<file path="config.mk">
export PLATFORM = sky130hd
export DESIGN_NAME = gray_counter_param
export DESIGN_NICKNAME = d
export VERILOG_FILES = /design/src/rtl/gray_counter_param.sv
export SDC_FILE = /design/constraint.sdc
export NUM_CORES = 1
export LEC_CHECK = 0
export BUFFER_PORTS_ARGS = -buffer_cell sky130_fd_sc_hd__buf_2
export CAP_MARGIN = 25
export CORE_MARGIN = 2
export CORE_UTILIZATION = 35
export CTS_CLUSTER_SIZE = 40
export DETAILED_ROUTE_END_ITERATION = 16
export HOLD_SLACK_MARGIN = 0.06
export PLACE_DENSITY = 0.71
export SLEW_MARGIN = 40
export SYNTH_ARGS = -nofsm -noshare
export SYNTH_HDL_FRONTEND = slang
export SYNTH_SLANG_ARGS = --single-unit
</file>
<file path="constraint.sdc">
create_clock -name clk -period 4.75 [get_ports clk]
set_input_delay 0.95 -clock clk [delete_from_list [all_inputs] [get_ports clk]]
set_output_delay 0.95 -clock clk [all_outputs]
set_load 0.02 [all_outputs]
</file>
<file path="src/rtl/gray_counter_param.sv">
// Generic-width up/down loadable Gray-code counter with a registered binary mirror and wrap flag.
// Define GRAY_CNT_SATURATE_EN to saturate at the limits; wrap then flags refused steps.
module gray_counter_param #(
  parameter int unsigned WIDTH     = 4,
  parameter int unsigned RESET_BIN = 0
) (
  input  logic             clk,
  input  logic             rst,
  input  logic             en,
  input  logic             up_dn,
  input  logic             load,
  input  logic [WIDTH-1:0] load_gray,
  output logic [WIDTH-1:0] gray,
  output logic [WIDTH-1:0] bin,
  output logic             wrap
);

  localparam logic [WIDTH-1:0] ResetBin  = WIDTH'(RESET_BIN);
  localparam logic [WIDTH-1:0] ResetGray = ResetBin ^ (ResetBin >> 1);
  localparam logic [WIDTH-1:0] MaxBin    = {WIDTH{1'b1}};

  function automatic logic [WIDTH-1:0] bin_to_gray(input logic [WIDTH-1:0] b);
    return b ^ (b >> 1);
  endfunction

  function automatic logic [WIDTH-1:0] gray_to_bin(input logic [WIDTH-1:0] g);
    logic [WIDTH-1:0] b;
    b[WIDTH-1] = g[WIDTH-1];
    for (int i = WIDTH - 2; i >= 0; i--) begin
      b[i] = b[i+1] ^ g[i];
    end
    return b;
  endfunction

  logic [WIDTH-1:0] bin_q, bin_d;
  logic [WIDTH-1:0] gray_q, gray_d;
  logic             wrap_q, wrap_d;
  logic [WIDTH-1:0] step_bin;
  logic             at_limit;

  // A step at the limit in the current direction is the terminal event.
  assign at_limit = up_dn ? (bin_q == MaxBin) : (bin_q == '0);
  assign step_bin = up_dn ? (bin_q + 1'b1) : (bin_q - 1'b1);

  always_comb begin
    bin_d  = bin_q;
    gray_d = gray_q;
    wrap_d = 1'b0;
    if (load) begin
      bin_d  = gray_to_bin(load_gray);
      gray_d = load_gray;
    end else if (en) begin
`ifdef GRAY_CNT_SATURATE_EN
      if (at_limit) begin
        wrap_d = 1'b1;
      end else begin
        bin_d  = step_bin;
        gray_d = bin_to_gray(step_bin);
      end
`else
      bin_d  = step_bin;
      gray_d = bin_to_gray(step_bin);
      wrap_d = at_limit;
`endif
    end
  end

  always_ff @(posedge clk) begin
    if (rst) begin
      bin_q  <= ResetBin;
      gray_q <= ResetGray;
      wrap_q <= 1'b0;
    end else begin
      bin_q  <= bin_d;
      gray_q <= gray_d;
      wrap_q <= wrap_d;
    end
  end

  assign gray = gray_q;
  assign bin  = bin_q;
  assign wrap = wrap_q;

endmodule

</file>
# --- After elaboration in Yosys (flattened, before gate mapping) ---
# Cells that the tools add are included.
classes:
  n_addsub: 2
  n_mul: 0
  div: 0
  order_cmp: 0
  n_eq_ne: 1
  shifts: 0
  mux: 6
  bitwise_logic: 5
  n_reduce_logical: 3
op_table:
  columns: ["operator", "count"]
  rows:
  - ["two-way mux 4 bit", 5]
  - ["adder 4 x 1 -> 4 bit (second input constant)", 1]
  - ["equality test 4 bit (second input constant)", 1]
  - ["zero test 4 bit", 1]
  - ["subtractor 4 x 1 -> 4 bit (second input constant)", 1]
  - ["bitwise XOR 4 x 3 -> 4 bit", 1]
  - ["OR reduction 3 bit", 1]
  - ["bitwise XOR 1 bit", 3]
  - ["nonzero test 2 bit", 1]
  - ["two-way mux 1 bit", 1]
  - ["NOT 1 bit", 1]
totals:
  ff_bits: 9
  latchBits: 0
  ramBits: 0
  rom_bits: 0
  in_bits: 9
  output_inout_bits: 9
  elab_cells: 20
  memories: 0

# --- Longest topological paths before layout ---
# Gate-level depths: netlist (run 1).
depth:
  ltp_word: 5
  mapped_depth: 6
  ltp_nobuf: 6

# --- Worst setup path after synthesis (run 1) ---
# Ideal clock, no wire load.
synth_timing:
  kind: "input-to-reg"
  start: "input port up_dn"
  end: "register gray_q[2], in the netlist gray[2]"
  setup_time_ns: 0.122
  t_arrival_ns: 2.145
  required_time_ns: 4.628
  slack_ns: 2.483
  stages: 5
  n_path_buf: 0
  cell_sequence: "inv_1 ha_1 and3_4 or3_4 a311o_1"
synth_via:
  elab_chain_len: 4
synth_rtl:
  columns: ["item", "line_no", "rtl"]
  rows:
  - ["from (decl)", "10", "input logic up_dn,"]
  - ["two-way mux 4 bit", "43", "assign step_bin = up_dn ? (bin_q + 1'b1) : (bin_q - 1'b1);"]
  - ["bitwise XOR 4 x 3 -> 4 bit", "23", "return b ^ (b >> 1);"]
  - ["two-way mux 4 bit", "52", "end else if (en) begin"]
  - ["two-way mux 4 bit", "49", "if (load) begin"]
  - ["to (signal assigned)", "71", "gray_q <= ResetGray;"]
  - ["to (signal assigned)", "75", "gray_q <= gray_d;"]
  - ["to (decl)", "36", "logic [WIDTH-1:0] gray_q, gray_d;"]
# Every way passes these cells. The select of a mux whose other input is x is not followed.
# A chain may end at the register's enable or synchronous reset.

# --- Worst setup path after layout (run 1) ---
# Same ends and word-level chain as after synthesis.

==> metrics, run 1 <==
Max Used Layer met3; Layout Area Growth over Synthesis 19.7%; Final Hold Fails 0; RSZ-0062 raised after global routing no; Critical Path Sink Type register; maximum VDD drop 0.190 mV; Final Cycle Share 0.470; final cell count without fillers 97; Compound-Gate Fraction of Synth Area 0.213; Core Area 1490 µm²; combinational power share 0.367; number of cells after detailed placement 94; Max clock buf depth 2; Syn Std Cell Area 546 µm²; Fmax 447 MHz; Clk pwr share 0.247; Clock Latency Late Sink 0.25 ns; Hold Path Class reg -> reg; Max FO, Critical Path 4; Clock Skews 0.00284 ns; ANT nets after route 0; Vias 513; syn nets 77; Max transition margin 0.742; final slew viol count 0; Final setup viols 0; Synth Area in Simple Gates 0.204; PnR worst setup slack 2.52 ns; Sw Ratio 0.347; commonest non-fill, non-tap cell in the layout buf_2; PD cells 320 nW/µm²; final HPWL from detailed placement 924 µm; Vias/cell 5.29; clock sink total 8; cells on worst reg2reg path 6; post-cts resize count 0; row count 14; count of state elements after synthesis 8; most frequent cells in the layout buf_2, dfxtp_1, a21oi_1, xnor2_1, nor2_1; Met3 Wirelength 91 µm; clock root cell clkbuf_4; NumNets Final 95; synth unique cells 27; first-pass GRT wire length 2100 µm; Async SR Flop Fraction 0; cell family with most CP delay simple AND/OR/NAND/NOR gates; port bufs 17; sw power 72.6 µW; Synth Flop Type dfxtp_1; Crit path arrival time 2.37 ns; vias in the first global route 512; synth warn 0; first drt pass iteration count 4; Die Y-Extent 43.5 µm; post-synth top area cell dfxtp_1; CP Depth 6; clk slew on worst S/H paths 0.05 ns; CP Cell Sequence buf_2 -> inv_1 -> ha_1 -> and3_4 -> or3_4 -> a311o_1; Crit path required time 4.89 ns; mux cell area share after synthesis 0; Iter 0 DRT Violations 2; final wirelength 1200 µm; antenna fix cells 0; DR WL met2 597 µm; clock buffer count from CTS 3; Reg power frac 0.386; Worst path max stage delay 0.39 ns; leak pwr 0.296 nW; antenna violations before repair 0; Post-Synth XOR/XNOR Area 0.128; WS Path Type in -> reg; register area share after synthesis 0.294; dpl ws 2.24 ns; setup_tns 0 ns; largest net degree at the start of global routing 17; Met1 Wirelength 508 µm; CTS tree done; DRC Markers 0; gate count after technology mapping 65; critical path's slowest cell or3_4; Syn Area/Cell 8.39 µm²; EDFF count, synth 0; slew of the pin with the lowest slew margin 0.385 ns; largest family of logic cells by synthesized area compound AO/OA/AOI/OAI gates; max_cap viols 0; CP startpoint kind primary input; GRT overflow 0; Synth area leaders dfxtp_1, xnor2_1, a211oi_1, a21oi_1, nor2_1; adder-cell share of the synthesized area 0.0826; internal cell power 137 µW; Initial Util 0.366; Hold-fix buffers, CTS 0; htree depth 1; Die Span X 43.5 µm; layout cells sized above 1 0.296; Routed WL per cell 12.3 µm; status complete, no violations; Synth top area share 0.294; global placement routability congestion 0.743; Tmin final 2.23 ns; die footprint 1890 µm²; io pins 18; GRT Total Usage 0.150; hold path cells 2; setup bufs post-CTS 0; WP buf/inv 2
-- per-stage QoR --
stage | area [µm²] | utilization | power (mW) | hold slack [ns]
floorplan | 546 | - | 0.139 | 0.575
global placement | 631 | 0.424 | 0.157 | 0.524
detailed placement | 631 | 0.424 | 0.159 | 0.521
CTS | 653 | 0.439 | 0.212 | 0.529
global route | 653 | 0.439 | 0.226 | 0.559
finish | 653 | 0.439 | 0.209 | 0.528
-- layout make-up --
cell class                 count  area (µm²)
fill                         148         836
multi-input combinational     47         343
sequential                     8         160
timing repair buffer          17        85.1
clock buffer                   3        22.5
inverter                       6        22.5
tap                           16        20.0
-- metal layers --
| layer | global-route usage | vias to the layer above |
|---|---|---|
| met5 | 0 | - |
| met4 | 0.0182 | 0 |
| met3 | 0.0792 | 0 |
| met2 | 0.275 | 19 |
| met1 | 0.156 | 232 |
| li1 | - | 262 |
-- cell usage after synthesis, drive strengths merged (2+ instances only) --
library cell,instances
nor3b,2
nor2,7
clkbuf,2
and3,2
buf,2
nand2,2
ha,2
dfxtp,8
xnor2,7
a21oi,7
inv,6
a211oi,6
or3,2
-- cells by family after synthesis --
| group | count (synthesis) |
|---|---|
| AND/OR/NAND/NOR | 19 |
| flip-flops | 8 |
| buffers and inverters | 10 |
| XOR/XNOR | 8 |
| AO/OA/AOI/OAI | 17 |
| adder cells (fa/ha/maj) | 3 |
-- power groups by stage --
stage / Sequential (mW) / Clock (mW) / Combinational, mW
after detailed placement: 0.0824 / 0 / 0.0764
final: 0.0807 / 0.0518 / 0.0768
after floorplan: 0.0891 / 0 / 0.0504
after global routing: 0.0821 / 0.0594 / 0.0846
after global placement: 0.0819 / 0 / 0.0755
after CTS: 0.0809 / 0.0542 / 0.0773
-- flip-flops by register name (all words and copies together) (netlist names) --
register	count
gray	3
bin	4
wrap	1
-- worst paths after layout --
kind | from | endpoint | slack [ns]
setup / recovery | up_dn | gray[2]$_SDFFE_PP0P_ | 2.52
hold / removal | bin[2]$_SDFFE_PP0P_ | wrap$_SDFF_PP0_ | 0.53
setup reg to reg | bin[0]$_SDFFE_PP0P_ | gray[1]$_SDFFE_PP0P_ | 2.84
hold reg to reg | bin[2]$_SDFFE_PP0P_ | wrap$_SDFF_PP0_ | 0.53
-- worst reg2reg max path: cells and delay by family, from the launching register on --
kind | cells | cell delay [ns]
buffers and inverters | 1 | 0.10
XOR/XNOR | 2 | 0.53
AO/OA/AOI/OAI | 1 | 0.22
AND/OR/NAND/NOR | 1 | 0.07
flip-flops | 1 | 0.47
adder cells (fa/ha/maj) | 1 | 0.42
Note: power is estimated with default switching activity, not from simulation.
==> run 2: changes to the inputs <==
- ABC_AREA: not set -> 1
- CORE_ASPECT_RATIO: not set -> 1.25
- PLACE_DENSITY: 0.71 -> 0.7
- clock period: 4.75 -> 2.3 ns (I/O delays scaled with it)
==> run 2 against run 1 <==
Effect of this change:
- routed wire length increased by 5.3%
- cell count rose by 25%
- global-route usage rose by 1.5 points
- sequential power grew 100%
- clock-buffer cell count unchanged
- critical path depth up 1
- cell area rose by 5.0%
- largest cell class unchanged
==> metrics, run 2 <==
Initial Util 0.370 (+0.00381); Critical Path Sink Type register; Synth Flop Type dfxtp_1; antenna fix cells 0 (unchanged); GRT Total Usage 0.165 (+0.0152); final cell count without fillers 121 (+25%); final wirelength 1260 µm (+5.3%); Sw Ratio 0.356 (+0.00925); Synth Area in Simple Gates 0.305 (+0.101); setup_tns 0 ns (unchanged); gate count after technology mapping 86 (+32%); adder-cell share of the synthesized area 0.0779 (-0.00465); status complete, no violations; count of state elements after synthesis 8 (unchanged); Placed Area 663 µm² (+5.2%); DRC Markers 0 (unchanged); Die Y-Extent 49.4 µm (+14%); mux cell area share after synthesis 0 (unchanged); most frequent cell after synthesis nand2_1; Synth top area share 0.277 (-0.0165); combinational power share 0.342 (-0.025); max reg flops 4 (unchanged); maximum VDD drop 0.305 mV (+60%); Synth area leaders dfxtp_1, nand2_1, inv_1, nand3_1, a21oi_1; Async SR Flop Fraction 0 (unchanged); Synth top cells by count nand2_1, inv_1, nand3_1, dfxtp_1, a21oi_1; Clock Skews 0.00351 ns (+0.000670 ns); first drt pass iteration count 4 (unchanged); Core Area 1560 µm² (+4.9%); post-cts resize count 0 (unchanged); Clock Latency Late Sink 0.25 ns (about the same); NumNets Final 117 (+23%); Vias/cell 4.83 (-8.7%); max_cap viols 0 (unchanged); clock buffer count from CTS 3 (unchanged); Iter 0 DRT Violations 5 (+3); Vias 584 (+14%); syn nets 98 (+27%); Syn Area/Cell 6.72 µm² (-20%); Hold-fix buffers, CTS 0 (unchanged); GRT overflow 0 (unchanged); sw power 147 µW (+100%); Tmin final 1.72 ns; final core utilization 0.439 (+0.000448); Fillers 184 (+24%); R2R setup slack 0.58 ns (-2.26 ns); clk slew on worst S/H paths 0.05 ns (about the same); clock root cell clkbuf_4; Max clock buf depth 2 (unchanged); io pins 18 (unchanged); PD cells 601 nW/µm² (+87%); Final Hold Fails 0 (unchanged); antenna violations before repair 0 (unchanged); vias in the first global route 606 (+18%); Final Cycle Share 0.749; internal cell power 265 µW (+94%); row count 16 (+2); synth unique cells 24 (-11%); final slew viol count 0 (unchanged); htree depth 1 (unchanged); WS Path Type reg -> reg; leak pwr 0.381 nW (+29%); Layout Area Growth over Synthesis 18.6%; Hold Path Class in -> reg; port bufs 17 (unchanged); register area share after synthesis 0.277 (-0.0165); Crit path arrival time 1.91 ns (-0.46 ns); setup bufs post-CTS 0 (unchanged); Syn Std Cell Area 578 µm² (+6.0%); Crit path required time 2.49 ns (-2.40 ns); Max transition margin 0.847 (+0.105); CTS tree done; first-pass GRT wire length 2280 µm (+8.9%); Post-Synth XOR/XNOR Area 0.0152 (-0.113); Clk pwr share 0.261 (+0.014); post-synth top area cell dfxtp_1; Max FO, Critical Path 6 (+2); Reg power frac 0.397 (+0.011); number of cells after detailed placement 118 (+26%); EDFF count, synth 0 (unchanged); Fmax 581 MHz; global placement routability congestion 0.902 (+21%); die footprint 1990 µm² (+5.5%); clock sink total 8 (unchanged); CP startpoint kind register; final HPWL from detailed placement 1040 µm (+13%); ANT nets after route 0 (unchanged); Routed WL per cell 10.4 µm (-16%); Die Span X 40.4 µm (-7.2%); layout cells sized above 1 0.272 (-0.0245); Final setup viols 0 (unchanged); synth warn 0 (unchanged); most frequent cells in the layout nand2_1, buf_2, inv_1; Layout Cell Area excl Fill 686 µm² (+5.0%); RSZ-0062 raised after global routing no; largest family of logic cells by synthesized area simple AND/OR/NAND/NOR gates; slew of the pin with the lowest slew margin 0.228 ns (-0.157 ns); commonest non-fill, non-tap cell in the layout nand2_1; Compound-Gate Fraction of Synth Area 0.173 (-0.0401); largest net degree at the start of global routing 10 (-7)
==> run 2: cell count changes in the layout (fill, tap and decap cells not counted), sizes merged, moves of 3 or more <==
cell    previous run  this run
nand2              2        22
inv                6        15
nand3              1         9
a211oi             6         0
xnor2              7         1
nor2               7         3
a22oi              0         3
a31oi              0         3
or2                0         3
==> run 2: power groups by stage <==
stage | Sequential, mW | Combinational [mW] | Clock (mW)
final | 0.163 | 0.141 | 0.107
after floorplan | 0.179 | 0.0925 | 0
after detailed placement | 0.166 | 0.142 | 0
after global routing | 0.165 | 0.163 | 0.124
after CTS | 0.163 | 0.143 | 0.111
after global placement | 0.166 | 0.139 | 0
==> run 2: critical path: stages, from the launching register on <==
cell and delay (ns):
dfxtp_1 0.44, inv_1 0.14, fa_1 0.43, xnor2_1 0.20, inv_1 0.10, o21ai_0 0.15, o21ai_1 0.08, a21oi_1 0.11
==> run 2: final timing paths <==
kind	from	end	cells past startpoint
worst max-delay path	bin[0]$_SDFFE_PP0P_	gray[1]$_SDFFE_PP0P_	7
worst max register to register	bin[0]$_SDFFE_PP0P_	gray[1]$_SDFFE_PP0P_	7
worst min register to register	gray[0]$_SDFFE_PP0P_	gray[0]$_SDFFE_PP0P_	2
worst min-delay path	rst	gray[1]$_SDFFE_PP0P_	2
==> run 2: final cells by class <==
type,instances,area [µm²],share of cell area
Clock buffer,3,22.5,0.0328
Inverter,16,65.1,0.0949
Multi-Input combinational cell,59,330,0.482
Sequential cell,8,160,0.234
Tap cell,18,22.5,0.0328
Timing Repair Buffer,17,85.1,0.124
==> run 2: through the flow <==
stage | total power, mW | setup WS [ns] | hold slack (ns)
finish | 0.412 | 0.578 | 0.470
global placement | 0.306 | 0.587 | 0.518
detailed placement | 0.308 | 0.553 | 0.510
global route | 0.452 | 0.320 | 0.476
floorplan | 0.271 | 0.616 | 0.596
CTS | 0.417 | 0.588 | 0.463
==> run 2: metal layers <==
metal,vias up,wire (µm),GRT usage
li1,312,-,-
met1,259,517,0.177
met2,11,656,0.275
met3,2,73,0.0685
met4,0,12,0.0556
met5,-,0,0
==> run 2: logic make-up (layout without fill, tap and decap cells) <==
kind of cell	after synthesis	count (layout)
xor gates and xnor gates	1	1
buffers and inverters	19	36
and+or+nand+nor	38	38
AOI/OAI and AO/OA	17	17
adders and majority gates	3	3
DFF	8	8
==> run 3: changes to the inputs <==
- ABC_AREA: 1 -> 0
- CORE_ASPECT_RATIO: 1.25 -> not set
- PLACE_DENSITY: 0.7 -> 0.71
- clock period: 2.3 -> 1.8 ns (I/O delays scaled with it)
==> run 3 against run 2 <==
Effect of this change:
- setup slack got worse by 0.40 ns
- cell count decreased by 16%
- non-clock buffer count increased by 5
- critical path depth unchanged
- cell area increased by 1.1%
- combinational power increased by 64%
- total power increased by 41%
- sequential power increased by 27%
==> metrics, run 3 (synthesis results as in run 1) <==
number of cells after detailed placement 99 (-16%); final total power 580 µW (+41%); commonest non-fill, non-tap cell in the layout buf_2; Die Y-Extent 43.5 µm (-12%); max reg flops 4 (unchanged); Fmax 618 MHz (+6.5%); CP Cell Sequence inv_1 -> fa_1 -> xnor2_1 -> buf_4 -> xnor2_1 -> nand2_1 -> a221oi_1; WS Path Type reg -> reg; DRC Markers 0 (unchanged); Clock Latency Late Sink 0.26 ns (about the same); PnR worst setup slack 0.183 ns (-0.395 ns); Die Span X 43.5 µm (+7.8%); most frequent cells in the layout buf_2, a21oi_1, xnor2_1, nor2_1; dpl ws -0.0759 ns (-0.629 ns); Layout Area Growth over Synthesis 27.1%; Vias/cell 5.26 (+9.1%); row count 14 (-2); Max FO, Critical Path 6 (unchanged); htree depth 1 (unchanged); largest net degree at the start of global routing 17 (+7); clk slew on worst S/H paths 0.06 ns (about the same); Iter 0 DRT Violations 3 (-2); clock sink total 8 (unchanged); GRT Total Usage 0.156 (-0.00942); io pins 18 (unchanged); status complete, no violations; Final setup viols 0 (unchanged); NumNets Final 100 (-15%); maximum VDD drop 0.442 mV (+45%); leak pwr 0.321 nW (-16%); final HPWL from detailed placement 962 µm (-7.8%); PD cells 837 nW/µm² (+39%); setup bufs post-CTS 0 (unchanged); antenna violations before repair 0 (unchanged); RSZ-0062 raised after global routing no; Core Area 1490 µm² (-4.6%); final wirelength 1210 µm (-3.7%); post-cts resize count 0 (unchanged); first drt pass iteration count 3 (-1); Critical Path Sink Type register; Tmin final 1.62 ns (-0.105 ns); clock buffer count from CTS 3 (unchanged); Fillers 159 (-14%); Max clock buf depth 2 (unchanged); Routed WL per cell 11.9 µm (+14%); slew of the pin with the lowest slew margin 0.308 ns (+0.0797 ns); first-pass GRT wire length 2190 µm (-4.2%); ANT nets after route 0 (unchanged); Crit path required time 1.97 ns (-0.52 ns); vias in the first global route 541 (-11%); max_cap viols 0 (unchanged); layout cells sized above 1 0.360 (+0.0886); Hold-fix buffers, CTS 0 (unchanged); global placement routability congestion 0.734 (-19%); Crit path arrival time 1.78 ns (-0.13 ns); CTS tree done; critical path's slowest cell fa_1; die footprint 1890 µm² (-5.2%); Final Hold Fails 0 (unchanged); final cell count without fillers 102 (-16%); Max transition margin 0.793 (-0.0532); Critical Path Most Common Cell xnor2_1; final slew viol count 0 (unchanged); antenna fix cells 0 (unchanged); Worst path max stage delay 0.38 ns (-0.06 ns); Clock Skews 0.00443 ns (+0.000914 ns); port bufs 17 (unchanged); Initial Util 0.366 (-0.00381); Final Cycle Share 0.898 (+0.150); CP startpoint kind register; clock root cell clkbuf_4; GRT overflow 0 (unchanged); Hold Path Class in -> reg; Vias 537 (-8.0%)
[run 3: changes by cell type in the layout (fill, tap and decap cells not counted), moves of 3 or more]
cell | before | now
a31oi_1 | 3 | 0
buf_4 | 0 | 5
a22oi_1 | 3 | 0
nand2_1 | 18 | 2
nor2_1 | 3 | 7
inv_1 | 13 | 6
xnor2_1 | 1 | 7
a211oi_1 | 0 | 5
nand3_1 | 9 | 1
nand2_2 | 4 | 0
[run 3: path summary, 6_finish.rpt]
check | start | endpoint | slack [ns] | cells past startpoint
worst max-delay path | bin[1]$_SDFFE_PP0P_ | gray[1]$_SDFFE_PP0P_ | 0.18 | 7
worst min-delay path | rst | bin[3]$_SDFFE_PP0P_ | 0.37 | 2
worst max register to register | bin[1]$_SDFFE_PP0P_ | gray[1]$_SDFFE_PP0P_ | 0.18 | 7
worst min register to register | gray[1]$_SDFFE_PP0P_ | gray[1]$_SDFFE_PP0P_ | 0.56 | 2
[run 3: area by class of cell]
class / count / area [µm²] / area share
Multi-Input combinational cell: 47 / 343 / 0.495
Sequential cell: 8 / 163 / 0.235
Timing Repair Buffer: 22 / 123 / 0.177
Inverter: 6 / 22.5 / 0.0325
Clock buffer: 3 / 22.5 / 0.0325
Tap cell: 16 / 20.0 / 0.0289
[run 3: routing by layer]
metal  vias to the layer above  track usage  part of all wire
met5                         -            0                 0
met4                         0       0.0182                 0
met3                         0       0.0750             0.071
met2                        16        0.278              0.53
met1                       252        0.173              0.40
li1                        269            -                 -
[run 3: critical path, delay by kind of cell, from the launching register on]
kind            cells  cell delay [ns]
buf+inv             2             0.21
compound gates      1             0.22
flops               1             0.37
xor+xnor            2             0.28
fa+ha+maj           1             0.38
simple gates        1             0.07
[run 3: stage by stage]
step / util / area, µm² / setup TNS [ns] / hold WS, ns
finish: 0.466 / 693 / 0 / 0.369
global route: 0.466 / 693 / 0 / 0.366
CTS: 0.465 / 692 / 0 / 0.363
detailed placement: 0.450 / 669 / -0.0759 / 0.552
global placement: 0.450 / 669 / -0.0391 / 0.556
floorplan: - / 547 / 0 / 0.505
[run 3: power by group]
part / switching [mW] / internal (mW) / leakage [nW]
combinational: 0.123 / 0.108 / 0.240
sequential: 0.0116 / 0.196 / 0.0668
clock: 0.0651 / 0.0766 / 0.0138
total: 0.200 / 0.380 / 0.321
